<file path="src/rtl/aes_msg_seq.sv">
// Multi-block message sequencer for aes_core: one key expansion per message,
// one core_next per block, with ECB/CBC chaining done locally around an ECB-only core.
//
// state    | meaning
// IDLE     | waiting for start; configuration is latched on acceptance
// KEY      | waiting for the core to be ready before pulsing core_init
// KEY_WAIT | guard cycle, then wait for key expansion to finish
// IN       | accepting one input block
// NEXT     | waiting for the core to be ready before pulsing core_next
// RES_WAIT | guard cycle, then wait for the core result
// OUT      | presenting the result until it is taken
// DONE     | one-cycle end-of-message pulse
module aes_msg_seq #(
    parameter int BIT_LENGTH = 256,
    parameter int SIZE_BLOCK = 128,
    parameter int CNT_W      = 16
) (
    input  logic                  clk,
    input  logic                  rst,
    input  logic                  start,
    input  logic                  ecb_cbc,
    input  logic                  encdec,
    input  logic                  keylen,
    input  logic [BIT_LENGTH-1:0] key,
    input  logic [SIZE_BLOCK-1:0] iv,
    input  logic [CNT_W-1:0]      n_blocks,
    input  logic                  in_valid,
    input  logic [SIZE_BLOCK-1:0] in_block,
    output logic                  in_ready,
    output logic                  out_valid,
    output logic [SIZE_BLOCK-1:0] out_block,
    input  logic                  out_ready,
    output logic                  busy,
    output logic                  done,
    output logic                  core_init,
    output logic                  core_next,
    output logic                  core_ecb_cbc,
    output logic                  core_encdec,
    output logic                  core_keylen,
    output logic [BIT_LENGTH-1:0] core_key,
    output logic [SIZE_BLOCK-1:0] core_iv,
    output logic [SIZE_BLOCK-1:0] core_block,
    input  logic                  core_ready,
    input  logic                  core_result_valid,
    input  logic [SIZE_BLOCK-1:0] core_result
);

    typedef enum logic [2:0] {
        S_IDLE, S_KEY, S_KEY_WAIT, S_IN, S_NEXT, S_RES_WAIT, S_OUT, S_DONE
    } state_t;

    state_t                state_q, state_d;
    logic                  guard_q, guard_d;
    logic                  cbc_q, cbc_d;
    logic                  encdec_q, encdec_d;
    logic                  keylen_q, keylen_d;
    logic [BIT_LENGTH-1:0] key_q, key_d;
    logic [SIZE_BLOCK-1:0] chain_q, chain_d;
    logic [CNT_W-1:0]      cnt_q, cnt_d;
    logic [SIZE_BLOCK-1:0] ct_in_q, ct_in_d;
    logic [SIZE_BLOCK-1:0] core_block_q, core_block_d;
    logic [SIZE_BLOCK-1:0] out_block_q, out_block_d;
    logic                  core_init_q, core_init_d;
    logic                  core_next_q, core_next_d;

    always_ff @(posedge clk) begin
        if (rst) begin
            state_q      <= S_IDLE;
            guard_q      <= 1'b0;
            cbc_q        <= 1'b0;
            encdec_q     <= 1'b0;
            keylen_q     <= 1'b0;
            key_q        <= '0;
            chain_q      <= '0;
            cnt_q        <= '0;
            ct_in_q      <= '0;
            core_block_q <= '0;
            out_block_q  <= '0;
            core_init_q  <= 1'b0;
            core_next_q  <= 1'b0;
        end else begin
            state_q      <= state_d;
            guard_q      <= guard_d;
            cbc_q        <= cbc_d;
            encdec_q     <= encdec_d;
            keylen_q     <= keylen_d;
            key_q        <= key_d;
            chain_q      <= chain_d;
            cnt_q        <= cnt_d;
            ct_in_q      <= ct_in_d;
            core_block_q <= core_block_d;
            out_block_q  <= out_block_d;
            core_init_q  <= core_init_d;
            core_next_q  <= core_next_d;
        end
    end

    always_comb begin
        state_d      = state_q;
        guard_d      = 1'b0;
        cbc_d        = cbc_q;
        encdec_d     = encdec_q;
        keylen_d     = keylen_q;
        key_d        = key_q;
        chain_d      = chain_q;
        cnt_d        = cnt_q;
        ct_in_d      = ct_in_q;
        core_block_d = core_block_q;
        out_block_d  = out_block_q;
        core_init_d  = 1'b0;
        core_next_d  = 1'b0;

        case (state_q)
            S_IDLE: begin
                if (start) begin
                    cbc_d    = ecb_cbc;
                    encdec_d = encdec;
                    keylen_d = keylen;
                    key_d    = key;
                    chain_d  = iv;
                    cnt_d    = n_blocks;
                    state_d  = (n_blocks == '0) ? S_DONE : S_KEY;
                end
            end
            S_KEY: begin
                if (core_ready) begin
                    core_init_d = 1'b1;
                    guard_d     = 1'b1;
                    state_d     = S_KEY_WAIT;
                end
            end
            S_KEY_WAIT: begin
                // core_ready still shows the pre-init status during the guard cycle
                if (!guard_q && core_ready) begin
                    state_d = S_IN;
                end
            end
            S_IN: begin
                if (in_valid) begin
                    ct_in_d      = in_block;
                    core_block_d = in_block ^ ({SIZE_BLOCK{cbc_q & encdec_q}} & chain_q);
                    state_d      = S_NEXT;
                end
            end
            S_NEXT: begin
                if (core_ready) begin
                    core_next_d = 1'b1;
                    guard_d     = 1'b1;
                    state_d     = S_RES_WAIT;
                end
            end
            S_RES_WAIT: begin
                // the previous block's result_valid is still visible during the guard cycle
                if (!guard_q && core_ready && core_result_valid) begin
                    if (cbc_q && !encdec_q) begin
                        out_block_d = core_result ^ chain_q;
                        chain_d     = ct_in_q;
                    end else begin
                        out_block_d = core_result;
                        if (cbc_q) begin
                            chain_d = core_result;
                        end
                    end
                    cnt_d   = cnt_q - {{(CNT_W-1){1'b0}}, 1'b1};
                    state_d = S_OUT;
                end
            end
            S_OUT: begin
                if (out_ready) begin
                    state_d = (cnt_q == '0) ? S_DONE : S_IN;
                end
            end
            S_DONE: begin
                state_d = S_IDLE;
            end
            default: begin
                state_d = S_IDLE;
            end
        endcase
    end

    assign in_ready     = (state_q == S_IN);
    assign out_valid    = (state_q == S_OUT);
    assign done         = (state_q == S_DONE);
    assign busy         = (state_q != S_IDLE);
    assign out_block    = out_block_q;
    assign core_init    = core_init_q;
    assign core_next    = core_next_q;
    assign core_ecb_cbc = 1'b0;
    assign core_encdec  = encdec_q;
    assign core_keylen  = keylen_q;
    assign core_key     = key_q;
    assign core_iv      = '0;
    assign core_block   = core_block_q;

endmodule

</file>
<file path="config.mk">
export PLATFORM = sky130hd
export DESIGN_NAME = aes_msg_seq
export DESIGN_NICKNAME = d
export VERILOG_FILES = /design/src/rtl/aes_msg_seq.sv
export SDC_FILE = /design/constraint.sdc
export NUM_CORES = 2
export LEC_CHECK = 0
export BUFFER_PORTS_ARGS = -buffer_cell sky130_fd_sc_hd__buf_4
export CAP_MARGIN = 20
export CORE_AREA = 8 8 506 508
export CTS_BUF_LIST = sky130_fd_sc_hd__clkbuf_2 sky130_fd_sc_hd__clkbuf_4 sky130_fd_sc_hd__clkbuf_8
export CTS_CLUSTER_DIAMETER = 40
export DETAILED_ROUTE_END_ITERATION = 7
export DIE_AREA = 0 0 514 516
export MAX_ROUTING_LAYER = met4
export PLACE_DENSITY = 0.41
export SETUP_SLACK_MARGIN = 0.2
export SKIP_CTS_REPAIR_TIMING = 1
export SYNTH_ARGS = -nofsm -noshare
export SYNTH_HDL_FRONTEND = slang
export SYNTH_SLANG_ARGS = --single-unit
</file>
<file path="constraint.sdc">
create_clock -name clk -period 2.42 [get_ports clk]
set_clock_uncertainty 0.15 [all_clocks]
set_input_delay 0.363 -clock clk [delete_from_list [all_inputs] [get_ports clk]]
set_output_delay 0.363 -clock clk [all_outputs]
set_load 0.005 [all_outputs]
</file>
After elaboration in Yosys (flattened, before gate mapping)
Cells that the tools add are included.
{"block": "totals", "register_bits": 793, "latch_bits": 0, "ram_bits": 0, "romBits": 0, "inputBits": 666, "output_inout_bits": 649, "elab_cells": 76, "mem_count": 0}
{"block": "classes", "n_addsub": 1, "n_mul": 0, "div": 0, "n_lt_le_gt_ge": 0, "eq_ne": 15, "n_shift": 0, "mux": 20, "bitwise_logic": 7, "n_reduce_logical": 20}
{"operator": "128-bit two-way mux", "count": 5}
{"operator": "128-bit one-hot mux with 2 select lines", "count": 1}
{"operator": "128-bit XOR", "count": 2}
{"operator": "128-bit bitwise AND", "count": 1}
{"operator": "16-bit zero test", "count": 2}
{"operator": "16-bit two-way mux", "count": 2}
{"operator": "16-bit one-hot mux with 2 select lines", "count": 1}
{"operator": "3-bit two-way mux", "count": 9}
{"operator": "3-bit one-hot mux with 8 select lines", "count": 1}
{"operator": "16-bit by 1-bit subtractor with 16-bit output (second input constant)", "count": 1}
{"operator": "3-bit == test (second input constant)", "count": 4}
{"operator": "2-bit inequality test (second input constant)", "count": 6}
{"operator": "2-bit OR reduction", "count": 4}
{"operator": "7-bit AND reduction", "count": 1}
{"operator": "3-bit by 2-bit == test with 1-bit output (second input constant)", "count": 2}
{"operator": "2-bit AND reduction", "count": 3}
{"operator": "4-bit AND reduction", "count": 1}
{"operator": "3-bit by 1-bit == test with 1-bit output (second input constant)", "count": 1}
{"operator": "1-bit logical AND", "count": 3}
{"operator": "3-bit zero test", "count": 1}
{"operator": "3-bit inequality test (second input constant)", "count": 1}
{"operator": "1-bit inverter", "count": 3}
{"operator": "3-bit AND reduction", "count": 1}
{"operator": "3-bit nonzero test", "count": 1}
{"operator": "other kinds (5)", "count": 6}

Longest topological paths before layout
{"block": "depth", "depth_word": 5, "mapped_depth": 9, "depth_no_buf": 7}

Least setup slack after synthesis
Ideal clock, no wire load.
{"block": "synth_path", "path_type": "reg2reg", "start": "register state_q[2]", "end": "register cnt_q[3]", "setup_ps": 128, "arrival_ps": 1532, "required_time_ps": 2142, "setup_slack_ps": 610, "path_stages_with_launch": 9, "n_path_buf": 3, "synth_period_minus_slack_ps": 1810, "cell_sequence": "dfxtp_1 -> buf_6 -> or4b_4 -> buf_6 -> o21ai_4 -> buf_6 -> o21ai_1 -> a21oi_1 -> nor2_1"}
{"block": "synth_via", "elab_chain_cells": 3, "word_cells_on_any_way": 7, "cone_classes": "eq/ne (3); mux (1); reduce/logical (3)"}
{"element": "start: declaration", "line": "52", "text": "state_t state_q, state_d;"}
{"element": "start signal: assignment", "line": "82", "text": "state_q <= state_d;"}
{"element": "3-bit == test / 3-bit zero test (equally long branches)", "line": "113", "text": "case (state_q)"}
{"element": "2-bit inequality test (no source line) / 2-bit nonzero test (equally long branches)"}
{"element": "3-bit AND reduction (no source line)"}
{"element": "end signal: assignment", "line": "89", "text": "cnt_q <= cnt_d;"}
{"element": "end: declaration", "line": "59", "text": "logic [CNT_W-1:0] cnt_q, cnt_d;"}
Several ways; a longest one is shown, not always the timed one.
A chain may end at the register's enable or synchronous reset.

Worst setup path after layout
{"block": "layout_path", "start": "register state_q[0]", "end": "output busy"}
{"block": "layout_via", "elab_chain_cells": 1}
{"element": "3-bit nonzero test", "line": "185", "text": "assign busy = (state_q != S_IDLE);"}
{"element": "end: declaration", "line": "33", "text": "output logic busy,"}
No other way between the ends.

==> impl_summary.md <==
Drt
The detailed router placed 38600 vias in this run. Dividing the detail-routed wire length by the instance count gives 22.4 µm. The detail-routed via count per cell is just under 4. The total wire length after detailed routing is around 220000 µm. The number of design rule violations left after detail routing is 0. The count of nets left with antenna violations once routing finished came out at 0. For this run, the detailed router's first-pass iteration total came to 5. The detailed router's first-iteration violation count is between 2000 and 2500.

Job
Max-cap violations in this run came to 0.

Layout
The layout cell share with drive strength beyond 1 is around 28%. The area overhead of the layout relative to synthesis is 74.9%. The net count reported at finish is between 6000 and 7000. The multi-input logic area is 16300 µm². The flip-flop and latch area is ~16000 µm².

The number of inserted filler cells in the final layout is roughly 27000.

Setup path
The critical register-to-register path startpoint is state_q[2]. At the worst endpoint, the required time is between 1.5 and 2 ns. The critical path capture point type is an output pin. The reg-to-reg critical path endpoint is chain_q[43]. The worst setup path is of the flip-flop to output pin kind. The data arrival time at the worst-slack endpoint is approximately 1.9 ns. The depth of the worst register-to-register path is 9. The worst register-to-register path has a setup slack of approximately 0.22 ns. The largest driver fanout on the critical path is 6. The startpoint kind of the worst setup timing path is a flip-flop.

Min path
The path with the worst hold slack has its endpoint at core_key[10]. The hold path depth is 4. The worst min-delay path class is primary input to flip-flop. The hold path startpoint is key[10].

Pwr
The power after layout is ~53 mW. The total power divided by cell area is between 800 and 900 nW/µm². In this run the static leakage power is roughly 23 nW.

VDD sags by at most 0.000551 V.

Timing
At the pin with the least slew margin, the transition time is approximately 0.67 ns. The count of final setup violators is 1. The relative max-transition margin is a little under three fifths.

In the finished design, the share of the clock period the worst path needs comes to 101%. The final hold violation count is 0. Setup repair after global routing could not meet its margin everywhere. Across all hold checks on the routed design, the worst slack comes to 0.0910 ns. Once routing completed, OpenROAD measured the worst setup slack at -0.0203 ns. The smallest clock period supported by the final layout is computed as approximately 2.4 ns.

The achievable clock frequency is approximately 0.41 GHz. The number of max-slew violations in the final report is 0.

Place
The count of buffers inserted at the top-level ports is 1185. The final weighted congestion in routability-driven placement is just under 0.9. The post-detailed-placement half-perimeter wirelength is ~170000 µm.

Logic synthesis
The netlist uses 62 different library cells. Ranked by total cell area, the synthesized netlist is headed by sky130_fd_sc_hd__dfxtp_1 46%, sky130_fd_sc_hd__nand2_1 16%, sky130_fd_sc_hd__a21oi_1 7.8%. In the synthesized netlist the dominant register cell turns out to be sky130_fd_sc_hd__dfxtp_1. The share of Yosys cell area claimed by the top area cell type is a little under half. The synthesized area is about 34000 µm². Of all flip-flops after synthesis, the portion carrying an async set or reset was 0%. The cell taking the most area after synthesis is sky130_fd_sc_hd__dfxtp_1. The number of storage elements in the synthesis netlist is 793. Each instance of the synthesized netlist takes up on average around 8 µm².

The synthesized netlist cell count is about 4400. The share of the yosys chip area belonging to registers is approximately 46%. The synthesized design contains 0 enable-type register cells. The commonest cells after synthesis are 1440 x sky130_fd_sc_hd__nand2_1, 793 x sky130_fd_sc_hd__dfxtp_1, 534 x sky130_fd_sc_hd__a21oi_1. The most common cell in the netlist is sky130_fd_sc_hd__nand2_1. The number of synthesis warnings is 0.

Outcome
The run finished, with violations left. The final reports fail on setup timing.

GRT
The first-pass GRT wire length is 287000 µm. The total global routing overflow is 0. The number of antenna violations at the first check in global routing is between 60 and 70. The maximum number of pins on one net before global-route repair is around 130. The number of global-route vias before repair is approximately 36000. The overall track demand over capacity in global routing is between 10% and 20%.

Clocking
Buffers inserted during clock tree synthesis total 190. The number of H-tree branching levels is 4. Clock-pin slew was measured on the worst setup and hold paths at ~0.060 ns. The tree is rooted in a sky130_fd_sc_hd__clkbuf_8. For this design, the sink count on the clock tree is between 700 and 800. The clock insertion delay at the later pin of the skew report is 0.92 ns. In this run the deepest clock path goes through 3 buffers.

The CTS tree is yes.

Floorplan
The floorplan row count is between 150 and 200. The core region is ~250000 µm². The count of pins on the block boundary is ~1300. Once the floorplan was initialized, standard cells occupied between 10% and 20% of the core. The area of the die is 265000 µm². The vertical die dimension is a little over 500 µm. The floorplan step set the die width to between 500 and 600 µm.
[state kept, by name, indices dropped and copies added (netlist names)]
register	cells
ct_in_q	128
core_encdec	1
cnt_q	16
core_next	1
cbc_q	1
out_block	128
core_key	256
guard_q	1
core_block	128
core_keylen	1
chain_q	128
core_init	1
state_q	3
[worst max-delay path by stage]
stage / startpoint / to / slack [ns] / depth (start not counted)
finish: state_q[0] / busy / -0.02 / 3
global route: state_q[0] / busy / -0.19 / 3
CTS: state_q[2] / out_valid / -0.53 / 3
detailed placement: core_ready / out_block[49] / 0.16 / 7
global placement: core_ready / out_block[47] / 0.20 / 7
floorplan: state_q[2] / cnt_q[3] / 0.61 / 8
[stage by stage]
stage / area (µm²) / std cells / util (%) / TNS (ns) / worst slack, ns
6_report: 59900 / 9863 / 24.2 / -0.0203 / -0.0203
5_1_grt: 59900 / 9855 / 24.2 / -0.442 / -0.186
4_1_cts: 51900 / 9069 / 20.9 / -1.54 / -0.527
3_5_place_dp: 47100 / 8718 / 19.0 / 0 / 0.159
3_3_place_gp: 47100 / 8718 / 19.0 / 0 / 0.198
2_1_floorplan: 34700 / 4527 / - / 0 / 0.610
[area by class of cell]
class                           count  area share (%)
Inverter                            3          0.0188
Sequential cell                   793            26.5
Tap cell                         3330            6.95
Clock inverter                     95            2.46
Multi-Input combinational cell   3242            27.1
Clock buffer                      256            5.46
Antenna cell                       47           0.196
Timing Repair Buffer             2097            31.3
[logic make-up after synthesis]
| family | synth area share, % |
|---|---|
| buffers and inverters | 8.02 |
| multiplexers | 0.0876 |
| other | 0.0109 |
| flip-flops | 46.3 |
| adder cells (fa/ha/maj) | 0.0365 |
| XOR/XNOR | 6.54 |
| AO/OA/AOI/OAI | 17.1 |
| AND/OR/NAND/NOR | 21.9 |
[per-layer routing]
metal  up-vias  routed length (µm)  global-route usage (%)
li1      18400                   -                       -
met5         -                   0                       -
met4         0                6560                    4.89
met3       327               20600                    6.67
met2      1553              103000                    24.8
met1     18400               90000                    17.4
[critical path, stage by stage, from the launching register on]
cell and delay (ns):
sky130_fd_sc_hd__dfxtp_4 0.36, sky130_fd_sc_hd__buf_6 0.12, sky130_fd_sc_hd__or3_4 0.39, sky130_fd_sc_hd__buf_6 0.15
[cells in the final DEF (no fill, tap or decap), types with 16 or more instances in the layout]
cell type                       synthesis  layout
sky130_fd_sc_hd__conb_1                 1     129
sky130_fd_sc_hd__clkinv_2               0      33
sky130_fd_sc_hd__buf_6                 15      16
sky130_fd_sc_hd__nor2_1               269     268
sky130_fd_sc_hd__a211oi_1             256     250
sky130_fd_sc_hd__clkbuf_8               0     216
sky130_fd_sc_hd__dfxtp_1              793     788
sky130_fd_sc_hd__o211ai_1             129     129
sky130_fd_sc_hd__nand2_1             1440    1433
sky130_fd_sc_hd__bufinv_16              0      29
sky130_fd_sc_hd__nand3_1              132     132
sky130_fd_sc_hd__dlygate4sd3_1          0     704
sky130_fd_sc_hd__clkbuf_4               0      40
sky130_fd_sc_hd__diode_2                0      47
sky130_fd_sc_hd__buf_4                149    1293
sky130_fd_sc_hd__buf_12                 0      58
sky130_fd_sc_hd__xor2_1               256     256
sky130_fd_sc_hd__a21oi_1              534     529
[power breakdown]
part	internal, mW	switching (mW)
registers	15.0	1.37
logic	7.25	9.51
clock network	12.1	7.67
Power figures use the tool's default switching activity.
